$ cat src/rtl/count_sequence_checker_sat_counter.sv
// Saturating up-counter: counts enabled increments and sticks at all-ones.
module sat_counter #(
  parameter int WIDTH = 8
) (
  input  logic             clk,
  input  logic             rst,
  input  logic             inc_i,
  output logic [WIDTH-1:0] cnt_o
);

  logic [WIDTH-1:0] cnt_q;

  // Increment on request unless already at all-ones; synchronous reset.
  always_ff @(posedge clk) begin
    if (rst) begin
      cnt_q <= '0;
    end else if (inc_i && (cnt_q != {WIDTH{1'b1}})) begin
      cnt_q <= cnt_q + WIDTH'(1);
    end
  end

  assign cnt_o = cnt_q;

endmodule

$ cat config.mk
export PLATFORM = sky130hd
export DESIGN_NAME = sat_counter
export DESIGN_NICKNAME = d
export VERILOG_FILES = /design/src/rtl/count_sequence_checker_sat_counter.sv
export SDC_FILE = /design/constraint.sdc
export NUM_CORES = 1
export LEC_CHECK = 0
export CAP_MARGIN = 20
export CORE_AREA = 2 2 39 41
export CTS_CLUSTER_DIAMETER = 80
export DETAILED_ROUTE_END_ITERATION = 10
export DIE_AREA = 0 0 41 43
export DONT_BUFFER_PORTS = 1
export SLEW_MARGIN = 5
export SYNTH_ARGS = -nofsm -noshare
export SYNTH_HDL_FRONTEND = slang
export SYNTH_SLANG_ARGS = --single-unit
$ cat constraint.sdc
create_clock -name clk -period 1.7 [get_ports clk]
set_clock_uncertainty 0.2 [all_clocks]
set_input_delay 0.17 -clock clk [delete_from_list [all_inputs] [get_ports clk]]
set_output_delay 0.17 -clock clk [all_outputs]
set_load 0.1 [all_outputs]
==> metrics.log <==
[metrics] reported net switching power: between 0.1 and 0.15 mW
[metrics] Final Max Slew Viols: 0
[metrics] net count after synthesis: 50
[metrics] remaining number of nets flagged by the antenna check after routing: 0
[metrics] number of design-rule violations left by the first detailed-router iteration: 4
[metrics] share of the clock period used by the worst path after layout: 94.7%
[metrics] CP arrival: ~1.6 ns
[metrics] Sequential Power Share: 45.7%
[metrics] number of port buffers: 0
[metrics] TNS Setup: 0 ns
[metrics] Overflow after GRT: 0
[metrics] Post-synth EDFFs: 0
[metrics] post-layout minimum cycle time: 1.61 ns
[metrics] DRC violations left: 0
[metrics] antenna violations before repair: 0
[metrics] Buf/Inv on CP: 1
[metrics] clock tree from TritonCTS: yes
[metrics] count of hold buffers inserted by post-cts repair: 2
[metrics] Tightest Pin Transition: around 0.3 ns
[metrics] growth of design area from synthesis to finish: 33.1%
[metrics] Post-CTS Setup Bufs: 0
[metrics] gate family responsible for the most delay along the worst path: simple AND/OR/NAND/NOR gates
[metrics] total power consumption of the routed design: 0.419 mW
[metrics] layout cell share with drive strength beyond 1: between 40 and 50%
[metrics] async set or reset register ratio after synthesis: 0%
[metrics] Hold Vio Cnt, Final: 0
[metrics] area of the mapped netlist: approximately 430 sq um
[metrics] Die Footprint: about 0.0018 sq mm
[metrics] kind of launch point of the worst setup path: flip-flop
[metrics] CTS Sinks: 8
[metrics] total vias in the final route: about 410
[metrics] Detailed Place HPWL: just under 700 um
[metrics] biggest cell delay along the critical path: 0.43 ns
[metrics] Routed WL: 965 um
[metrics] CP max FO: 4
[metrics] worst min-delay path category: input pin to flip-flop
[metrics] power density normalized to cell area: 731 mW/mm^2
[metrics] syn avg cell area: a little over 9 sq um
[metrics] switching part of the total: between 20% and 30%
[metrics] Initial Utilization: a little under a third
[metrics] Worst-path clk slew: roughly 0.06 ns
[metrics] row cnt: 14
[metrics] count of non-filler cells in the finished layout: 75
[metrics] Highest Clock Rate: between 600 and 700 MHz
[metrics] Final Net Count: 64
[metrics] max-cap violations: 0
[metrics] max reg flops: 8
[metrics] Placed Instance Area: around 530 sq um
[metrics] final standard cell area without fillers: around 570 sq um
[metrics] area of the core: around 0.0014 sq mm
[metrics] routed via count divided by cell count: approximately 5.4
[metrics] Worst IR Drop VDD: 0.000347 V
[metrics] clk_lat worst skew: between 0.2 and 0.3 ns
[metrics] gate count of the mapped netlist: 46
[metrics] htree depth: 1
[metrics] largest net degree at the start of global routing: 9
[metrics] Top Ports: 11
[metrics] sequential fraction of the synthesis area: between 30% and 40%
[metrics] wire length of the first global-routing pass: 1.73 mm
[metrics] number of diodes: 0
[metrics] distinct cell type count of the synthesized netlist: 25
[metrics] vertical extent of the die: roughly 43 um
[metrics] maximum buffer depth of the clock tree: 2
[metrics] first drt pass iteration count: 4
[metrics] RSZ-0062 raised after global routing: no
[metrics] WL per Instance: 12.9 um
[metrics] total of flip-flops plus latches after synthesis: 8
[metrics] number of global-route vias before repair: between 400 and 500
[metrics] overall global routing resource usage: between 10 and 15%
[metrics] CP max stage cell: or3_2
[metrics] Crit Path Category: flip-flop to flip-flop
[metrics] required time of the worst setup path: about 1.7 ns
[metrics] kind of end point of the critical path: flip-flop
[metrics] routability congestion estimate from global placement: around 0.7
[metrics] CTS resizes: 0
[metrics] flip-flop cell with the highest count after synthesis: dfxtp_1
[metrics] Clock power frac: 37.7%
[metrics] placed cell count: 69
[metrics] Die W: around 41 um
[metrics] number of setup violations in the final report: 0
[metrics] master cell of the clock root buffer: clkbuf_4
[metrics] Max transition margin: 79.6%
[metrics] ordered list of cells on the worst path: buf_4, nand4_1, or3_2, o21ai_1
[metrics] Leak Pwr: 0.221 nW
[metrics] synth warn: 0
[metrics] status: finished clean
[metrics] internal power: approximately 0.3 mW
[metrics] number of CTS-inserted buffers: 3
[metrics] combinational power share: between 10% and 20%
-- final timing paths --
path / to / depth (start not counted) / slack, ns / startpoint
worst max-delay path: cnt_o[3] / 4 / 0.09 / cnt_o[1]
worst min-delay path: cnt_o[4] / 3 / 0.004 / inc_i
worst max register to register: cnt_o[3] / 4 / 0.09 / cnt_o[1]
worst min register to register: cnt_o[5] / 1 / 0.26 / cnt_o[5]
-- power groups by stage --
| stage | Sequential (mW) | Clock [mW] | Combinational [mW] |
|---|---|---|---|
| floorplan | 0.231 | 0 | 0.0167 |
| global placement | 0.195 | 0 | 0.0623 |
| detailed placement | 0.195 | 0 | 0.0632 |
| CTS | 0.191 | 0.163 | 0.0699 |
| global route | 0.193 | 0.170 | 0.0736 |
| finish | 0.191 | 0.158 | 0.0695 |
-- worst register-to-register path, cell delays in order (launching register included) --
cell and delay [ns]:
dfxtp_4 0.34, buf_4 0.29, nand4_1 0.19, or3_2 0.43
o21ai_1 0.08
-- cells in the final DEF (no fill, tap or decap), types with 2 or more instances in the layout --
| cell | count |
|---|---|
| buf_4 | 8 |
| dfxtp_4 | 6 |
| a21oi_1 | 5 |
| nand2_1 | 5 |
| clkbuf_4 | 3 |
| and4_1 | 2 |
| nand4_1 | 2 |
| nor3_1 | 2 |
| o21bai_1 | 2 |
| nand3_1 | 2 |
| a211oi_1 | 2 |
| dfxtp_2 | 2 |
| dlygate4sd3_1 | 2 |
-- cells in the mapped netlist, types with 2 or more instances --
library cell,n,share of area [%]
nand2_1,5,4.4
nand4_1,2,2.9
o21bai_1,2,3.5
nand3_1,2,2.3
and4_1,2,4.1
nor3_1,2,2.3
a21oi_1,5,5.8
a211oi_1,2,3.5
dfxtp_1,8,37
-- cell type report --
type                            count  area (sq um)
Multi-Input combinational cell     36           258
Fill cell                         144           811
Sequential cell                     8           185
Tap cell                           16          20.0
Timing Repair Buffer               10          80.1
Inverter                            1          3.75
Clock buffer                        4          26.3
-- metal layers --
metal | vias up | GRT usage, % | routed length, um
met2 | 12 | 20.6 | 470
met1 | 187 | 18.4 | 421
met4 | 0 | 6.00 | 6
met5 | - | 0 | 0
met3 | 2 | 4.19 | 65
li1 | 205 | - | -
-- cell families after synthesis --
group | share of synthesized area, %
AOI/OAI and AO/OA | 25.9
buffers and inverters | 3.49
muxes | 5.81
DFF | 37.2
adders and majority gates | 2.91
and+or+nand+nor | 24.7
-- metrics by stage --
step,hold slack (ns),utilization (%),setup slack (ns)
after floorplan,0.0330,-,0.0187
after global placement,0.0362,38.1,0.136
after detailed placement,0.0371,38.1,0.118
after CTS,0.000556,41.4,0.0918
after global routing,0.0176,41.4,0.0460
final,0.00372,41.4,0.0907
No activity file was read; power rests on OpenSTA's default activity.
